===== config.mk =====
export PLATFORM = sky130hd
export DESIGN_NAME = exc_redirect_ctrl
export DESIGN_NICKNAME = d
export VERILOG_FILES = /design/src/rtl/exc_redirect_ctrl_pkg.sv /design/src/rtl/exc_redirect_ctrl_req_tracker.sv /design/src/rtl/exc_redirect_ctrl.sv
export SDC_FILE = /design/constraint.sdc
export NUM_CORES = 1
export LEC_CHECK = 0
export BUFFER_PORTS_ARGS = -buffer_cell sky130_fd_sc_hd__buf_2
export CAP_MARGIN = 20
export CELL_PAD_IN_SITES_DETAIL_PLACEMENT = 2
export CELL_PAD_IN_SITES_GLOBAL_PLACEMENT = 2
export CORE_MARGIN = 2
export CORE_UTILIZATION = 29
export CTS_BUF_LIST = sky130_fd_sc_hd__clkbuf_8
export CTS_CLUSTER_SIZE = 30
export DETAILED_ROUTE_END_ITERATION = 8
export PLACE_DENSITY_LB_ADDON = 0.1
export SYNTH_ARGS = -nofsm -noshare
export SYNTH_HDL_FRONTEND = slang
export SYNTH_SLANG_ARGS = --single-unit

===== constraint.sdc =====
create_clock -name clk -period 4.15 [get_ports clk]
set_input_delay 0.415 -clock clk [delete_from_list [all_inputs] [get_ports clk]]
set_output_delay 0.415 -clock clk [all_outputs]
set_load 0.02 [all_outputs]

===== src/rtl/exc_redirect_ctrl_pkg.sv =====
// Shared definitions for the exception/ERET redirect controller:
// exception codes and FSM state encoding.
package exc_redirect_ctrl_pkg;

  localparam logic [31:0] EXC_NONE = 32'h0000_0000;
  localparam logic [31:0] EXC_INT  = 32'h0000_0001;
  localparam logic [31:0] EXC_ADEL = 32'h0000_0004;
  localparam logic [31:0] EXC_ADES = 32'h0000_0005;
  localparam logic [31:0] EXC_SYS  = 32'h0000_0008;
  localparam logic [31:0] EXC_BP   = 32'h0000_0009;
  localparam logic [31:0] EXC_RI   = 32'h0000_000a;
  localparam logic [31:0] EXC_OV   = 32'h0000_000c;
  localparam logic [31:0] EXC_ERET = 32'h0000_000e;

  typedef enum logic {
    ST_IDLE     = 1'b0,
    ST_REDIRECT = 1'b1
  } state_t;

endpackage


===== src/rtl/exc_redirect_ctrl_req_tracker.sv =====
// Tracks in-flight instruction-bus requests and how many of them belong to
// fetches squashed by the last redirect, so their responses can be dropped.
module exc_redirect_ctrl_req_tracker #(
  parameter int MAX_OUTSTANDING = 4,
  parameter int CW              = $clog2(MAX_OUTSTANDING + 1)
) (
  input  logic clk,
  input  logic resetn,
  input  logic inst_req_fire,
  input  logic inst_resp_fire,
  input  logic load_disc,
  output logic drop_resp
);

  localparam logic [CW-1:0] MAX_CNT = CW'(MAX_OUTSTANDING);

  logic [CW-1:0] out_cnt;
  logic [CW-1:0] out_cnt_next;
  logic [CW-1:0] disc_cnt;

  // Saturating up/down count; simultaneous request and response cancel out.
  always_comb begin
    out_cnt_next = out_cnt;
    if (inst_req_fire && !inst_resp_fire) begin
      if (out_cnt != MAX_CNT) out_cnt_next = out_cnt + 1'b1;
    end else if (!inst_req_fire && inst_resp_fire) begin
      if (out_cnt != '0) out_cnt_next = out_cnt - 1'b1;
    end
  end

  assign drop_resp = inst_resp_fire && (disc_cnt != '0);

  always_ff @(posedge clk or negedge resetn) begin
    if (!resetn) begin
      out_cnt  <= '0;
      disc_cnt <= '0;
    end else begin
      out_cnt <= out_cnt_next;
      // Loading the post-update count keeps disc_cnt bounded by out_cnt.
      if (load_disc) disc_cnt <= out_cnt_next;
      else if (drop_resp) disc_cnt <= disc_cnt - 1'b1;
    end
  end

  a_no_overflow : assert property (@(posedge clk) disable iff (!resetn)
    !(inst_req_fire && !inst_resp_fire && out_cnt == MAX_CNT));

  a_no_underflow : assert property (@(posedge clk) disable iff (!resetn)
    !(inst_resp_fire && !inst_req_fire && out_cnt == '0));

endmodule


===== src/rtl/exc_redirect_ctrl.sv =====
// Sequences flushes, CP0 commit strobes and the fetch PC redirect when an
// exception or ERET resolves in M; squashed fetch responses are dropped.
module exc_redirect_ctrl #(
  parameter int MAX_OUTSTANDING = 4
) (
  input  logic        clk,
  input  logic        resetn,
  input  logic [31:0] excepttypeM,
  input  logic [31:0] newpcM,
  input  logic        validM,
  input  logic        stallM,
  input  logic        inst_req_fire,
  input  logic        inst_resp_fire,
  input  logic        fetch_ready,
  output logic        flushF,
  output logic        flushD,
  output logic        flushE,
  output logic        flushM,
  output logic        flushW,
  output logic        exc_commit,
  output logic        eret_commit,
  output logic        redirect_valid,
  output logic [31:0] redirect_pc,
  output logic        busy,
  output logic        drop_resp
);

  import exc_redirect_ctrl_pkg::*;

  state_t state;
  logic   take;
  logic   is_eret;

  // Gating with resetn keeps every output quiet while reset is held.
  assign take    = resetn && validM && !stallM && (excepttypeM != EXC_NONE) &&
                   (state == ST_IDLE);
  assign is_eret = (excepttypeM == EXC_ERET);

  assign flushF = take;
  assign flushD = take;
  assign flushE = take;
  assign flushM = take;
  assign flushW = 1'b0;

  assign exc_commit  = take && !is_eret;
  assign eret_commit = take && is_eret;

  assign redirect_valid = (state == ST_REDIRECT);
  assign busy           = redirect_valid || take;

  always_ff @(posedge clk or negedge resetn) begin
    if (!resetn) begin
      state       <= ST_IDLE;
      redirect_pc <= '0;
    end else begin
      case (state)
        ST_IDLE: begin
          if (take) begin
            state       <= ST_REDIRECT;
            redirect_pc <= newpcM;
          end
        end
        ST_REDIRECT: begin
          if (fetch_ready) state <= ST_IDLE;
        end
        default: state <= ST_IDLE;
      endcase
    end
  end

  exc_redirect_ctrl_req_tracker #(
    .MAX_OUTSTANDING(MAX_OUTSTANDING)
  ) u_req_tracker (
    .clk           (clk),
    .resetn        (resetn),
    .inst_req_fire (inst_req_fire),
    .inst_resp_fire(inst_resp_fire),
    .load_disc     (take),
    .drop_resp     (drop_resp)
  );

endmodule


After elaboration in Yosys (flattened, before gate mapping)
Index checks and enable logic that the tools add are counted.
{"block": "totals", "regBits": 39}
{"block": "classes", "n_addsub": 3, "eq_ne": 2, "n_mux": 9, "bitwise": 1, "n_reduce_logical": 19}
{"operator": "$eq 32x4->1 const B", "n": 1}
{"operator": "$reduce_bool 32->1", "n": 1}
{"operator": "$mux 3", "n": 6}
{"operator": "$logic_and 1x1->1", "n": 9}
{"operator": "$reduce_bool 3->1", "n": 2}
{"operator": "$sub 3x1->3 const B", "n": 2}
{"operator": "$logic_not 1->1", "n": 4}
{"operator": "$add 3x1->3 const B", "n": 1}
{"operator": "$ne 3x3->1 const B", "n": 1}
{"operator": "$mux 1", "n": 2}
{"operator": "$pmux 1 s2", "n": 1}
{"operator": "$reduce_and 2->1", "n": 1}
{"operator": "$reduce_bool 2->1", "n": 1}
{"operator": "$logic_or 1x1->1", "n": 1}
{"operator": "$not 1->1", "n": 1}

Longest topological paths before layout
{"block": "depth", "depth_word": 6, "depth_mapped": 7, "depth_no_buf": 7}

By module
From an unflattened synthesis, not the netlist that was laid out.
{"block": "hier_totals", "hier_cells": 146, "hier_area_um2": 1905.6}
{"module": "exc_redirect_ctrl", "instances": 1, "cells_each": 98, "area_each_um2": 1403.8, "seq_area_each_um2": 825.8}
{"module": "exc_redirect_ctrl_req_tracker", "instances": 1, "cells_each": 48, "area_each_um2": 501.7, "seq_area_each_um2": 150.1}

Worst setup path after synthesis
No wires, ideal clock.
{"block": "synth_timing", "kind": "input -> output", "start": "input excepttypeM[13]", "end": "output flushE", "t_arrival_ns": 1.946, "required_ns": 3.735, "slack_ns": 1.789, "stages": 6, "path_buffers": 2, "cell_sequence": "nor4_2 nand4_2 o31ai_4 buf_6 inv_1 buf_4"}
{"block": "synth_between", "elab_chain_cells": 3}
{"element": "from (decl)", "line_no": "exc_redirect_ctrl.sv:8", "source": "input logic [31:0] excepttypeM,"}
{"element": "$reduce_bool 32->1", "line_no": "exc_redirect_ctrl.sv:35", "source": "assign take = resetn && validM && !stallM && (excepttypeM != EXC_NONE) &&"}
{"element": "$logic_and 1x1->1 (2 in a row)", "line_no": "exc_redirect_ctrl.sv:35"}
{"element": "to (decl)", "line_no": "exc_redirect_ctrl.sv:17", "source": "output logic flushE,"}
Every way passes these cells.

Worst setup path after layout
{"block": "layout_timing", "start": "input excepttypeM[0]", "end": "output flushF"}
{"block": "layout_between", "elab_chain_cells": 3}
{"element": "$reduce_bool 32->1", "line_no": "exc_redirect_ctrl.sv:35"}
{"element": "$logic_and 1x1->1 (2 in a row)", "line_no": "exc_redirect_ctrl.sv:35"}
{"element": "to (decl)", "line_no": "exc_redirect_ctrl.sv:15", "source": "output logic flushF,"}
Every way passes these cells.

==> summary by stage <==
Logic synthesis
After synthesis, the cell types taking the most area are dfrtp_1, mux2_4, mux2_2. The proportion of netlist area held by the largest area contributor is 49.52%. Synthesis inferred 39 register bits.

Summed over all instances, the cell type with the most area after synthesis is dfrtp_1. The cell count after synthesis is 142. The post-synthesis net count is 218. The synthesized cell area is 1971 um2.

The mean area per synthesized cell is 13.88 um2. The most common flop cell mapped by yosys is dfrtp_1. The count of cell types in the netlist is 33.

The total number of yosys warnings is 0. The sequential-to-total area share from yosys stat is 49.52%. The share of flip-flops with an asynchronous set or reset after synthesis is 100.0%. The synthesized design contains 0 enable-type register cells.

Power
For this design the ratio of total power to cell area is 519.5 nW/um2. The leakage power summed over all cells is 1.473 nW. The maximum resistive drop on vdd is 0.0002188 V.

Outcome
The run finished with clean final reports.

Floorplan
The top-level port count is 113. The die is 86.44 um wide. The initial utilization of the core area, before any placement, comes to 29.49%. The y dimension of the die is 86.44 um. The total area inside the core boundary comes to 6681 um2. In this run the core area contains 30 standard-cell rows. The floorplan step defined a die boundary enclosing 7471 um2.

CTS
TritonCTS built the clock tree. The post-cts resize count is 0. The later-pin clock latency in the skew report is 0.29 ns. The number of buffers added by the clock tree synthesis step is 5. The clock-pin slew of the registers on the worst-case setup and hold paths is 0.08 ns. The tree is rooted in a clkbuf_8.

The TritonCTS sink count is 39. The number of H-tree branching levels is 2. The number of buffers on the longest clock path is 2. The number of setup buffers added after CTS is 0. The number of buffers added to fix hold violations after cts is 0.

Critical path
The number of cells traversed by the worst register-to-register path is 6. STA classifies the critical path endpoint as an output port. The data required time of the worst path is 3.73 ns. By startpoint and endpoint, the worst setup path is classified as input pin to output port. At the worst endpoint, the arrival time is 2.02 ns. Traced cell by cell, the critical path runs through buf_2 -> nor4_2 -> nand4_2 -> o31ai_4 -> inv_1 -> buf_2. STA classifies the critical path startpoint as an input pin. Setup slack on the worst reg-to-reg path comes out at 2.50 ns. For this run, the slowest stage of the critical path takes 0.59 ns.

The cell occurring most often along the worst timing path is buf_2. The launch instance of the worst register-to-register path is u_req_tracker.out_cnt[0]$_DFF_PN0_. The worst flop-to-flop path endpoint is u_req_tracker.disc_cnt[2]$_DFFE_PN0P_.

The master of the slowest instance on the critical path is o31ai_4. In this run the worst path has a maximum fanout of 10.

Detailed routing
In the routed layout, each cell is associated on average with a via count of 4.534. In the routed design, unresolved DRC markers number 0. For this block, the initial DRC count from the detailed router was 27. The first detailed-routing pass ran for 3 iterations. The number of antenna-violating nets in the routed design is 0. For this block, the routed nets add up to 5249 um of wire. After detailed routing, the average wire length per cell comes to 15.58 um. The final route contains 1528 vias.

Global routing
The met1 track demand over resource is 17.60%. The initial antenna violation count is 0. For met3 alone, demand over resource in global routing was 5.238%. The fraction of met2 tracks used by global routing is 25.17%.

The maximum number of pins on one net before global-route repair is 40. The first global-routing pass estimated 8266 um of wire. The overall fraction of global-route tracks in use is 14.49%. In this run the most used layer during global routing was met2. The number of global-route vias before repair is 1662. Summed over all layers, the global routing overflow is 0.

Timing
The share of the cycle needed by the critical path after routing is 58.67%. For the pin with the worst max-slew slack, the measured transition is 0.5991 ns. The final count of hold timing violations is 0. Setup repair after global routing left no endpoint under its margin. The headroom to the max-slew limit is 60.06%. The final worst-path setup slack is 1.715 ns.

The final hold slack is 0.2029 ns. The sum of negative setup slack is 0 ns. Subtracting the final worst setup slack from the clock period gives 2.435 ns.

Clock skew on the completed layout was measured at 0.01098 ns. The total setup violations reported at the end of the flow is 0. The number of slew-limit violations in the final report is 0. Based on the critical path, the design can be clocked at up to 410.7 MHz.

Finish
The repair_antennas step left the layout with diodes totalling 0. The number of nets in the final layout is 332. Compared with the post-synthesis result, the final layout area differs by 36.51%. Leaving out fill and tap cells, the most frequent cell in the layout is buf_2.

The library cells used most frequently in the layout, excluding fill and tap cells, are buf_2, dfrtp_1, mux2_4, inv_1, mux2_2. The fraction of final layout cells sized beyond drive strength 1 is 63.42%.

Hold path
The class of the tightest hold or removal check is input pin to async pin.

Placement
Summed over all nets, the half-perimeter wirelength after detailed placement is 4253 um. The count of input and output buffers is 111. Before CTS, the worst setup slack after placement is 1.572 ns. At the end of routability-driven placement, the weighted congestion stood at 0.6946.

Run
The number of maximum-capacitance constraint violations is 0.
-- routing by layer --
layer / part of all wire [%] / up-vias
li1: - / 729
met2: 53 / 54
met4: 0.50 / 0
met3: 6.4 / 4
met1: 40 / 741
met5: 0 / -
-- worst max path at each step --
stage | startpoint | endpoint | slack, ns
finish | excepttypeM[0] | flushF | 1.72
global route | excepttypeM[21] | flushD | 1.55
CTS | excepttypeM[9] | flushF | 1.67
detailed placement | excepttypeM[9] | redirect_pc[6]$_DFFE_PN0P_ | 1.57
global placement | excepttypeM[21] | redirect_pc[31]$_DFFE_PN0P_ | 1.61
floorplan | excepttypeM[13] | flushE | 1.79
-- critical path, delay by kind of cell --
kind            cells  cell delay (ns)
compound gates      1             0.59
simple gates        2             0.54
buf+inv             3             0.46
-- synthesized netlist by cell type, types with 3 or more instances --
library cell	n
ha_1	5
nor4_1	4
nand2_1	3
inv_1	10
o21ai_0	4
nand2b_1	4
nor2_1	4
mux2_4	28
nor4_2	3
mux2_2	7
dfrtp_1	39
buf_4	4
-- registers in the layout, summed over array words and instances (netlist names) --
name / count
u_req_tracker.out_cnt: 3
redirect_valid: 1
u_req_tracker.disc_cnt: 3
redirect_pc: 32
-- power by group --
| group | total, mW | internal [mW] | switching (mW) |
|---|---|---|---|
| clock network | 0.317 | 0.179 | 0.138 |
| registers | 0.550 | 0.484 | 0.0656 |
| logic | 0.530 | 0.264 | 0.266 |
-- final cells by class --
type                       instances  area, um2
sequential                        39      975.9
clock buffer                       5      68.82
inverter                          10      37.54
timing repair buffer             114      578.1
fill                             742       3991
multi-input combinational         86      885.9
clock inverter                     3      43.79
tap                               80      100.1
-- per-stage QoR --
stage / cell area (um2) / cells / total power, mW / utilization (%)
2_1_floorplan: 1971 / 142 / 0.9107 / -
3_3_place_gp: 2577 / 329 / 1.081 / 38.58
3_5_place_dp: 2577 / 329 / 1.099 / 38.58
4_1_cts: 2690 / 337 / 1.430 / 40.26
5_1_grt: 2690 / 337 / 1.499 / 40.26
6_report: 2690 / 337 / 1.397 / 40.26
-- logic make-up (layout without fill, tap and decap cells) --
logic type | after synthesis | count (layout) | share of synthesized area [%]
AO/OA/AOI/OAI | 13 | 13 | 5.080
AND/OR/NAND/NOR | 29 | 29 | 9.778
flip-flops | 39 | 39 | 49.52
buffers and inverters | 17 | 132 | 5.524
other | 1 | 1 | 0.1903
adder cells (fa/ha/maj) | 5 | 5 | 3.175
multiplexers | 36 | 36 | 25.84
XOR/XNOR | 2 | 2 | 0.8891
Power figures use the tool's default switching activity.
